$ cat src/rtl/wb_trace_serializer.sv
// rtl/wb_trace_serializer.sv - buffers register-file write-backs and emits them as 6-byte trace frames
module wb_trace_serializer #(
  parameter int         DEPTH   = 8,
  parameter bit         DROP_R0 = 1'b1,
  parameter logic [7:0] SYNC    = 8'hA5
) (
  input  logic                       Clk,
  input  logic                       rst,
  input  logic                       wb_valid,
  input  logic [4:0]                 wb_reg,
  input  logic [31:0]                wb_data,
  input  logic                       clr_stats,
  output logic                       tx_valid,
  output logic [7:0]                 tx_data,
  input  logic                       tx_ready,
  output logic                       busy,
  output logic [$clog2(DEPTH):0]     fifo_count,
  output logic                       overflow,
  output logic [7:0]                 drop_count
);

  localparam int AW = $clog2(DEPTH);
  localparam int CW = AW + 1;

  typedef enum logic [2:0] {S_IDLE, S_SYNC, S_REG, S_D3, S_D2, S_D1, S_D0} state_t;

  state_t          state, next_state;
  logic [36:0]     mem [DEPTH];
  logic [AW-1:0]   wr_ptr, rd_ptr;
  logic [CW-1:0]   count;
  logic [36:0]     frame_q;
  logic            push_req, push_ok, drop, pop, full, hs;

  // Fullness is judged before the edge, so a same-edge pop never rescues a push.
  assign full     = (count == CW'(DEPTH));
  assign push_req = wb_valid && !(DROP_R0 && (wb_reg == 5'd0));
  assign push_ok  = push_req && !full;
  assign drop     = push_req && full;
  assign pop      = (state == S_IDLE) && (count != '0);
  assign hs       = tx_valid && tx_ready;

  always_ff @(posedge Clk) begin
    if (push_ok) mem[wr_ptr] <= {wb_reg, wb_data};
  end

  always_ff @(posedge Clk or negedge rst) begin
    if (!rst) begin
      wr_ptr <= '0;
      rd_ptr <= '0;
      count  <= '0;
    end else begin
      if (push_ok) wr_ptr <= wr_ptr + AW'(1);
      if (pop)     rd_ptr <= rd_ptr + AW'(1);
      case ({push_ok, pop})
        2'b10:   count <= count + CW'(1);
        2'b01:   count <= count - CW'(1);
        default: count <= count;
      endcase
    end
  end

  // A drop on the same edge as clr_stats leaves exactly that one drop recorded.
  always_ff @(posedge Clk or negedge rst) begin
    if (!rst) begin
      overflow   <= 1'b0;
      drop_count <= 8'd0;
    end else if (drop) begin
      overflow   <= 1'b1;
      drop_count <= clr_stats ? 8'd1 : ((drop_count == 8'hFF) ? 8'hFF : drop_count + 8'd1);
    end else if (clr_stats) begin
      overflow   <= 1'b0;
      drop_count <= 8'd0;
    end
  end

  always_ff @(posedge Clk or negedge rst) begin
    if (!rst) begin
      state   <= S_IDLE;
      frame_q <= '0;
    end else begin
      state <= next_state;
      if (pop) frame_q <= mem[rd_ptr];
    end
  end

  // Outputs decode only registered state, so tx_ready never reaches tx_valid/tx_data.
  always_comb begin
    next_state = state;
    tx_valid   = 1'b0;
    tx_data    = 8'h00;
    case (state)
      S_IDLE: if (pop) next_state = S_SYNC;
      S_SYNC: begin
        tx_valid = 1'b1;
        tx_data  = SYNC;
        if (hs) next_state = S_REG;
      end
      S_REG: begin
        tx_valid = 1'b1;
        tx_data  = {3'b000, frame_q[36:32]};
        if (hs) next_state = S_D3;
      end
      S_D3: begin
        tx_valid = 1'b1;
        tx_data  = frame_q[31:24];
        if (hs) next_state = S_D2;
      end
      S_D2: begin
        tx_valid = 1'b1;
        tx_data  = frame_q[23:16];
        if (hs) next_state = S_D1;
      end
      S_D1: begin
        tx_valid = 1'b1;
        tx_data  = frame_q[15:8];
        if (hs) next_state = S_D0;
      end
      S_D0: begin
        tx_valid = 1'b1;
        tx_data  = frame_q[7:0];
        if (hs) next_state = S_IDLE;
      end
      default: next_state = S_IDLE;
    endcase
  end

  assign busy       = (state != S_IDLE) || (count != '0);
  assign fifo_count = count;

endmodule

$ cat config.mk
export PLATFORM = sky130hd
export DESIGN_NAME = wb_trace_serializer
export DESIGN_NICKNAME = d
export VERILOG_FILES = /design/src/rtl/wb_trace_serializer.sv
export SDC_FILE = /design/constraint.sdc
export NUM_CORES = 1
export LEC_CHECK = 0
export BUFFER_PORTS_ARGS = -buffer_cell sky130_fd_sc_hd__buf_4
export CAP_MARGIN = 20
export CORE_AREA = 2 2 180 182
export CTS_CLUSTER_SIZE = 25
export DETAILED_ROUTE_END_ITERATION = 7
export DIE_AREA = 0 0 182 184
export PLACE_DENSITY = 0.62
export SETUP_SLACK_MARGIN = 0.4
export SLEW_MARGIN = 20
export SYNTH_ARGS = -nofsm -noshare
export SYNTH_HDL_FRONTEND = slang
export SYNTH_SLANG_ARGS = --single-unit
$ cat constraint.sdc
create_clock -name Clk -period 6.34 [get_ports Clk]
set_input_delay 0.317 -clock Clk [delete_from_list [all_inputs] [get_ports Clk]]
set_output_delay 0.317 -clock Clk [all_outputs]
set_load 0.01 [all_outputs]
==> qor.txt, run 1 <==
Status: completed
Row count: 65
Placed cell area: 14,900 µm²
Setup TNS: 0 ps
Die area: 33,500 µm²
Layout overhead on the synthesized area: 16.1%
Worst Setup Slack, final: 3430 ps
DP Worst Slack: 3580 ps
Commonest non-fill, non-tap cell in the layout: edfxtp_1
Initial antenna violation count: 2
Fin crit share: 45.9%
Vias post-DR: 6,943
Max Clock Skew: 11.9 ps
Most frequent cells in the layout: edfxtp_1 (296), buf_4 (80), mux4_2 (74), dfrtp_1 (56), nand2_1 (53)
RR Startpoint: state[1]
Post-Synthesis Cells: 728
Post-synth EDFFs: 296
Avg WL per Cell: 23.3 µm
Worst-Margin Slew: 909 ps
Height of the die: 184 µm
IO Pins: 65
#FFs+latches synth: 355
Drt via density: 5.57
Mapped cell area: 14,000 µm²
FMAX: 344 MHz
Grt total ovfl: 0
TritonCTS Sinks: 355
Initial Utilization: 44.5%
Final core occ: 51.7%
H-tree levels: 2
Syn nets: 776
Hold path startpoint: wb_data[18]
Final GP Congestion: 0.768
Fin nets: 861
Data arrival, critical path: 2590 ps
Port buffer count: 64
Clock Pin Slew Worst Setup and Hold Paths: 60 ps
CP startpoint kind: flip-flop
Synth Flop Type: edfxtp_1
Max-Cap Viols: 0
Crit path max fanout: 23
CP Capture Type: output pin
Post-synth ARST share: 16.6%
First-pass GRT wire length: 44,100 µm
Hpwl dp: 16,100 µm
Number of remaining DRC errors: 0
Worst relative slew slack: 39.4%
Setup Crit Path Kind: reg -> out
Netlist cell types: 53
Average size of a mapped cell: 19.2 µm²
Clock Latency Late Sink: 520 ps
Final max-slew violation count: 0
Antenna viol nets, final: 0
Core area: 31,400 µm²
Die Width: 182 µm
Seq/Total Area, Yosys: 74.1%
Yosys warnings: 0
CTS tree: yes
Vias in the first global route: 7,301
DRT iter0 DRCs: 550
Largest net degree at the start of global routing: 77
Pwr/cell area: 463 nW/µm²
Hold/Removal Path Class: in -> reg
Clk root buf: clkbuf_16
Max IR drop VDD: 0.294 mV
WL final: 29,100 µm
Critical path origin: state[1]
TritonRoute pass-1 iters: 5
Final instance area: 16,200 µm²
Fraction of layout instances using a drive strength above 1: 27.8%
CP required: 6020 ps
GRT Total Usage: 17.8%
Setup violators final: 0
Leak Pwr: 5.64 nW
Fin crit period: 2910 ps
Final hold viol count: 0
Deepest clock path buffer count: 3
WHS: 18.1 ps
RSZ-0062 raised after global routing: no
CTS buffer count: 38
## routing by layer
metal	wire length, µm	global-route usage (%)	vias up
met4	555	4.39	2
met2	14100	29.7	183
met5	16	0	-
met3	1630	3.80	46
met1	12700	24.2	3617
li1	-	-	3095
## cells by family (layout without fill, tap and decap cells)
logic type / after synthesis / count (layout) / share of synthesized area [%]
buffers and inverters: 43 / 158 / 1.66
DFF: 355 / 355 / 74.1
muxes: 123 / 123 / 15.4
other: 0 / 1 / 0
and+or+nand+nor: 107 / 107 / 3.68
xor gates and xnor gates: 9 / 9 / 0.564
adders and majority gates: 6 / 6 / 0.537
AOI/OAI and AO/OA: 85 / 85 / 3.97
## where the power goes
group          switching (mW)  total [mW]  internal (mW)
logic                    1.03        1.94          0.913
clock network           0.883        2.21           1.33
registers               0.352        3.35           3.00
## what timing repair did
| item | in CTS | in global routing |
|---|---|---|
| hold buffers | 2 | 0 |
| endpoints found under the hold margin | 60 | 0 |
| buffers inserted | 0 | 0 |
| resized for setup | 0 | 0 |
## state kept, by name (all words and copies together) (netlist names)
| name | count |
|---|---|
| rd_ptr | 3 |
| fifo_count | 4 |
| drop_count | 8 |
| wr_ptr | 3 |
| frame_q | 37 |
| mem | 296 |
| overflow | 1 |
| state | 3 |
## cell usage after synthesis, types with 3 or more instances
master    count  share of area (%)
a21oi_1      12               0.43
a31oi_1       3               0.13
and3_1        4               0.18
buf_2        23               0.82
buf_4         3               0.16
buf_6         4               0.32
clkbuf_1      7               0.19
dfrtp_1      59                 11
edfxtp_1    296                 64
ha_1          6               0.54
inv_1         6               0.16
mux2i_1      47                3.4
mux4_2       74                 12
nand2_1      53                1.4
nand2b_1      8               0.36
nor2_1       18               0.48
nor2b_1       5               0.22
nor3_1        7               0.25
o21ai_0      44                1.6
o21ai_1       3               0.11
xnor2_1       5               0.31
xor2_1        4               0.25
## worst max-delay path: stages (launching register included)
cell	delay, ps
dfrtp_1	900
nor2b_1	440
a22oi_1	190
o221ai_1	350
buf_4	190
## final cells by class
class,count,area (µm²)
clock inverters,19,226
well taps,402,503
multi-input cells,330,3430
fillers,2496,15200
inverters,6,22.5
clock buffers,51,1040
flip-flops and latches,355,10400
diodes,1,2.50
repair buffers,82,621
## path summary, 6_finish.rpt
check,endpoint,slack [ps],cells after the start
max,tx_data[2],3430,4
min,mem[1][18],20,1
max reg2reg,fifo_count[2],3500,10
min reg2reg,frame_q[13],480,2
max in group asynchronous,rd_ptr[0],5180,2
min in group asynchronous,drop_count[2],470,2
## through the flow
stage               total power [mW]  cells
floorplan                       4.72    728
global placement                5.32   1173
detailed placement              5.39   1173
CTS                             7.61   1245
global route                    7.89   1245
finish                          7.51   1246
Note: power is estimated with default switching activity, not from simulation.
==> run 2: changes to the inputs <==
==> constraint.sdc (replaced) <==
create_clock -name Clk -period 3 [get_ports Clk]
set_input_delay 0.15 -clock Clk [delete_from_list [all_inputs] [get_ports Clk]]
set_output_delay 0.15 -clock Clk [all_outputs]
set_load 0.01 [all_outputs]
==> run 2 against run 1 <==
Die area unchanged. Highest routed layer unchanged. First-iteration DRC count grew 5.5%. Global-route usage down 0.48 points. Sequential share of layout area is 2.2 points lower. Utilization increased by 1.9 points. Hold slack better by 97 ps.
==> qor.txt, run 2 (synthesis results as in run 1) <==
Placed cell area: 15,100 µm²
IO Pins: 65
Pint: 11.2 mW
Clk pwr share: 28.5%
Fin crit share: 82.8%
Port buffer count: 64
RSZ-0062 raised after global routing: no
Fin nets: 911
Final instance area: 16,800 µm²
GRT Total Usage: 17.3%
Data arrival, critical path: 2880 ps
Layout overhead on the synthesized area: 20.3%
Hold path startpoint: wb_valid
Fin crit period: 2490 ps
CP startpoint kind: flip-flop
Crit path max fanout: 8
Fill count: 2,430
FMAX: 402 MHz
Critical path origin: fifo_count[2]
Flop pwr share: 42.4%
CTS buffer count: 37
Worst-Margin Slew: 814 ps
Die area: 33,500 µm²
Number of remaining DRC errors: 0
Final GP Congestion: 0.784
Row count: 65
Worst Setup Slack, final: 515 ps
Drt via density: 5.48
Die Width: 182 µm
Height of the die: 184 µm
Switching Share: 30.4%
Status: completed
Initial antenna violation count: 1
Storage cell area: 10,400 µm²
Max IR drop VDD: 0.519 mV
Commonest non-fill, non-tap cell in the layout: edfxtp_1
TritonRoute pass-1 iters: 4
Multi-input gate area: 3470 µm²
Antenna viol nets, final: 0
CTS tree: yes
# diodes: 0
Hold/Removal Path Class: in -> reg
Setup Crit Path Kind: reg -> reg
Final std cells w/o fill: 1,293
Placed Cells: 1,182
CP Capture Type: flip-flop
Max Clock Skew: 18.5 ps
NetSw: 4.89 mW
Clock Latency Late Sink: 520 ps
Fraction of layout instances using a drive strength above 1: 28.7%
Final max-slew violation count: 0
Largest net degree at the start of global routing: 77
Wl on met1: 12,500 µm
CP required: 3400 ps
Top flop regs: mem: 296 flops, frame_q: 37 flops, drop_count: 8 flops
RR Startpoint: fifo_count[2]
WL final: 28,200 µm
DP Worst Slack: 280 ps
Final hold viol count: 0
Metal3 WL: 1450 µm
H-tree levels: 2
First-pass GRT wire length: 43,800 µm
Vias in the first global route: 7,549
Clock Pin Slew Worst Setup and Hold Paths: 60 ps
Setup violators final: 0
Vias post-DR: 7,086
Deepest clock path buffer count: 3
Max reg flops: 296
Top reg by flops: mem
Grt total ovfl: 0
Final core occ: 53.6%
TritonCTS Sinks: 355
Max-Cap Viols: 0
Worst relative slew slack: 45.7%
Hpwl dp: 16,800 µm
Core area: 31,400 µm²
Top layer in use: met5
Combinational Power Share: 29.0%
Leak Pwr: 5.90 nW
Avg WL per Cell: 21.8 µm
Clk root buf: clkbuf_16
Initial Utilization: 44.5%
DRT iter0 DRCs: 580
Most frequent cells in the layout: edfxtp_1 (296), buf_4 (84), mux4_2 (74), dfrtp_1 (55), nand2_1 (53)
Pwr/cell area: 959 nW/µm²
Metal2 WL: 13,700 µm
## run 2: power by group through the flow
stage	Combinational (mW)	Clock (mW)	Sequential, mW
after floorplan	3.25	0	6.74
after global placement	4.59	0	6.88
after detailed placement	4.68	0	6.95
after CTS	4.77	4.69	6.86
after global routing	5.12	4.89	6.93
final	4.68	4.60	6.84
## run 2: through the flow
step           power, mW  hold WS (ps)  setup TNS (ps)
3_3_place_gp        11.5           271               0
4_1_cts             16.3           103               0
2_1_floorplan       9.99          -146          -21140
3_5_place_dp        11.6           283               0
6_report            16.1           115               0
5_1_grt             16.9           120               0
## run 2: area by class of cell
type | count | share of cell area (%)
clock inverter | 24 | 1.49
sequential | 355 | 61.7
inverter | 6 | 0.134
multi-input combinational | 330 | 20.6
timing repair buffer | 133 | 7.15
tap | 402 | 2.99
clock buffer | 43 | 5.88
## run 2: worst paths after layout
kind                                       to  slack, ps  cells past startpoint
worst max-delay path            fifo_count[2]        510                      9
worst min-delay path            drop_count[5]        110                      4
worst max register to register  fifo_count[2]        510                      9
worst min register to register     frame_q[5]        490                      2
max in group asynchronous           rd_ptr[0]       2110                      2
min in group asynchronous       drop_count[7]        260                      2
## run 2: what timing repair did
action	4_1_cts	5_1_grt
resized for setup	0	3
pin swaps	1	0
hold buffers	40	0
setup endpoints to repair	20	2
setup buffers	4	0
hold endpoints to repair	364	0
## run 2: critical path: stages (launching register included)
cell	delay, ps
dfrtp_2	470
or4b_1	600
o211ai_4	130
ha_2	270
xor2_1	90
ha_1	180
a21oi_1	190
xor2_1	200
nor2_1	80
xor2_1	150
## run 2: metal layers
layer | GRT usage, % | vias up
li1 | - | 3199
met1 | 23.8 | 3682
met2 | 28.9 | 165
met3 | 3.15 | 38
met4 | 4.52 | 2
met5 | 0 | -
==> run 3: changes to the inputs <==
--- a/config.mk
+++ b/config.mk
@@ -5,12 +5,13 @@
 export SDC_FILE = /design/constraint.sdc
 export NUM_CORES = 1
 export LEC_CHECK = 0
+export ABC_AREA = 1
 export BUFFER_PORTS_ARGS = -buffer_cell sky130_fd_sc_hd__buf_4
 export CAP_MARGIN = 20
-export CORE_AREA = 2 2 180 182
+export CORE_AREA = 2 2 189 191
 export CTS_CLUSTER_SIZE = 25
 export DETAILED_ROUTE_END_ITERATION = 7
-export DIE_AREA = 0 0 182 184
+export DIE_AREA = 0 0 191 193
 export PLACE_DENSITY = 0.62
 export SETUP_SLACK_MARGIN = 0.4
 export SLEW_MARGIN = 20
==> constraint.sdc (replaced) <==
create_clock -name Clk -period 2.3 [get_ports Clk]
set_input_delay 0.115 -clock Clk [delete_from_list [all_inputs] [get_ports Clk]]
set_output_delay 0.115 -clock Clk [all_outputs]
set_load 0.01 [all_outputs]
==> run 3 against run 2 <==
Sequential share of layout area decreased by 6.1 points. Cell area increased by 11%. Die area increased by 10%. Global-route usage increased by 2.5 points. Critical path depth decreased by 2. Synthesized cell count increased by 110%. Via count increased by 52%. Combinational power increased by 75%. Hold slack got worse by 72 ps. Largest power group unchanged.
==> qor.txt, run 3 <==
Clock Pin Slew Worst Setup and Hold Paths: 60 ps
Fin nets: 1,732
Hpwl dp: 20,500 µm
Pint: 14.4 mW
Crit path max fanout: 6
Port buffer count: 64
Max Clock Skew: 12.4 ps
GRT Total Usage: 19.9%
#FFs+latches synth: 355
Top flop regs: mem: 296 flops, frame_q: 37 flops, drop_count: 8 flops
Final std cells w/o fill: 2,175
Post-synth EDFFs: 296
Count leader, synth: nand2_1
Global routing usage on met2: 32.9%
Setup TNS: 0 ps
CP startpoint kind: flip-flop
Final GP Congestion: 0.827
TritonRoute pass-1 iters: 5
H-tree levels: 2
Leak Pwr: 8.20 nW
Core area: 35,000 µm²
Flop pwr share: 38.5%
Most frequent cells in the layout: nand2_1 (534), edfxtp_1 (296), nand3_1 (250), inv_1 (248), buf_4 (89)
Avg WL per Cell: 16.6 µm
CTS buffer count: 39
Height of the die: 193 µm
Largest net degree at the start of global routing: 93
GR Util met1: 26.6%
Netlist cell types: 29
Drt via density: 4.96
Worst relative slew slack: 43.6%
Hold/Removal Path Class: in -> reg
Yosys warnings: 0
Die area: 36,900 µm²
Switching Share: 36.9%
CP endpoint: tx_data[3]
Status: completed
Max reg flops: 296
Number of remaining DRC errors: 0
Clk root buf: clkbuf_16
Commonest non-fill, non-tap cell in the layout: nand2_1
Max IR drop VDD: 0.866 mV
Clock Latency Late Sink: 520 ps
Critical path origin: state[1]
Final instance area: 18,600 µm²
First-pass GRT wire length: 56,500 µm
CP required: 2180 ps
Cell taking the most area after synthesis: edfxtp_1
Mapped cell area: 15,400 µm²
Post-Synthesis Cells: 1,558
Combinational Power Share: 35.9%
Vias post-DR: 10,784
Setup violators final: 0
Data arrival, critical path: 1870 ps
IO Pins: 65
Synth top area share: 57.5%
Top reg by flops: mem
Fin crit share: 86.4%
Worst reg2reg path endpoint: fifo_count[2]
Synth cell count leaders: nand2_1 (543), edfxtp_1 (296), inv_1 (254), nand3_1 (254), dfrtp_1 (59)
Placed cell area: 16,700 µm²
Largest cells by area after synthesis: edfxtp_1 (58%), nand2_1 (13%), dfrtp_1 (9.6%)
GR Util met3: 3.44%
Final hold viol count: 0
Post-synth ARST share: 16.6%
FMAX: 503 MHz
Fin crit period: 1990 ps
Grt total ovfl: 0
NetSw: 8.41 mW
Vias in the first global route: 10,540
Pwr/cell area: 1220 nW/µm²
Initial Utilization: 44.2%
Fraction of layout instances using a drive strength above 1: 13.2%
WL final: 36,000 µm
Seq/Total Area, Yosys: 67.1%
Synth Flop Type: edfxtp_1
Deepest clock path buffer count: 3
RR Startpoint: state[1]
Max-Cap Viols: 0
# diodes: 0
Busiest layer in global routing: met2
CTS tree: yes
RSZ-0062 raised after global routing: yes
Initial antenna violation count: 0
Average size of a mapped cell: 9.91 µm²
Setup Crit Path Kind: reg -> out
TritonCTS Sinks: 355
R2r worst-path depth: 11
Clk pwr share: 25.5%
Final max-slew violation count: 0
DRT iter0 DRCs: 841
Die Width: 191 µm
Worst-Margin Slew: 846 ps
R2R Setup Slk: 340 ps
Antenna viol nets, final: 0
WHS: 42.8 ps
Syn nets: 1,606
Layout overhead on the synthesized area: 20.7%
Row count: 69
Placed Cells: 2,047
CP Capture Type: output pin
## run 3: cell count changes in the layout (fill, tap and decap cells not counted), sizes merged, moves of 17 or more
cell	change
buf	+21
nand3	+253
nand2	+490
nor2	+17
inv	+250
mux2i	-47
mux4	-74
o21ai	-34
## run 3: final cells by class
cell class | count | area, µm²
fillers | 3022 | 16300
repair buffers | 154 | 1480
flip-flops and latches | 355 | 10400
clock buffers | 52 | 1030
well taps | 461 | 577
multi-input cells | 876 | 4040
inverters | 258 | 975
clock inverters | 19 | 155
## run 3: repair_timing
item | in CTS | in global routing
cloned | 1 | 1
endpoints found under the setup margin | 160 | 131
gates resized for setup | 43 | 21
setup buffers | 14 | 2
pin swaps | 20 | 13
hold buffers | 39 | 0
endpoints found under the hold margin | 363 | 0
## run 3: worst min path at each step
stage                         from             to  slack, ps  cells after the start
after detailed placement       rst  fifo_count[2]        270                      1
after CTS                 wb_valid      wr_ptr[2]         20                      5
final                     wb_valid      wr_ptr[2]         40                      5
after global routing      wb_valid       overflow         60                      4
after floorplan                rst  drop_count[0]       -180                      0
after global placement         rst  drop_count[4]        260                      1
## run 3: cells by family after synthesis
family                   synth area share (%)
flip-flops                               67.1
buffers and inverters                    8.45
AO/OA/AOI/OAI                           0.786
AND/OR/NAND/NOR                          22.9
XOR/XNOR                                0.227
adder cells (fa/ha/maj)                 0.486
## run 3: per-layer routing
metal / wire [µm] / vias up
met4: 855 / 0
met5: 0 / -
met3: 2000 / 68
li1: - / 5259
met2: 17100 / 300
met1: 16100 / 5157
## run 3: stage by stage
| step | util, % | setup WS (ps) | power (mW) |
|---|---|---|---|
| 5_1_grt | 53.3 | 245 | 24.3 |
| 4_1_cts | 52.9 | 341 | 22.7 |
| 6_report | 53.3 | 313 | 22.8 |
| 2_1_floorplan | - | 206 | 13.7 |
| 3_5_place_dp | 47.6 | 140 | 16.3 |
| 3_3_place_gp | 47.6 | 206 | 16.2 |
## run 3: worst max-delay path, stage by stage, from the launching register on
cell,delay [ps]
dfrtp_2,460
buf_4,160
nor2_4,180
nand3_1,100
nand2_1,80
inv_1,50
nand4_1,160
buf_4,160
## run 3: power groups by stage
| stage | Sequential (mW) | Clock [mW] | Combinational [mW] |
|---|---|---|---|
| after floorplan | 8.64 | 0 | 5.09 |
| after global placement | 8.89 | 0 | 7.34 |
| after detailed placement | 8.90 | 0 | 7.45 |
| after CTS | 8.79 | 5.95 | 8.00 |
| after global routing | 8.90 | 6.22 | 9.14 |
| final | 8.79 | 5.82 | 8.20 |
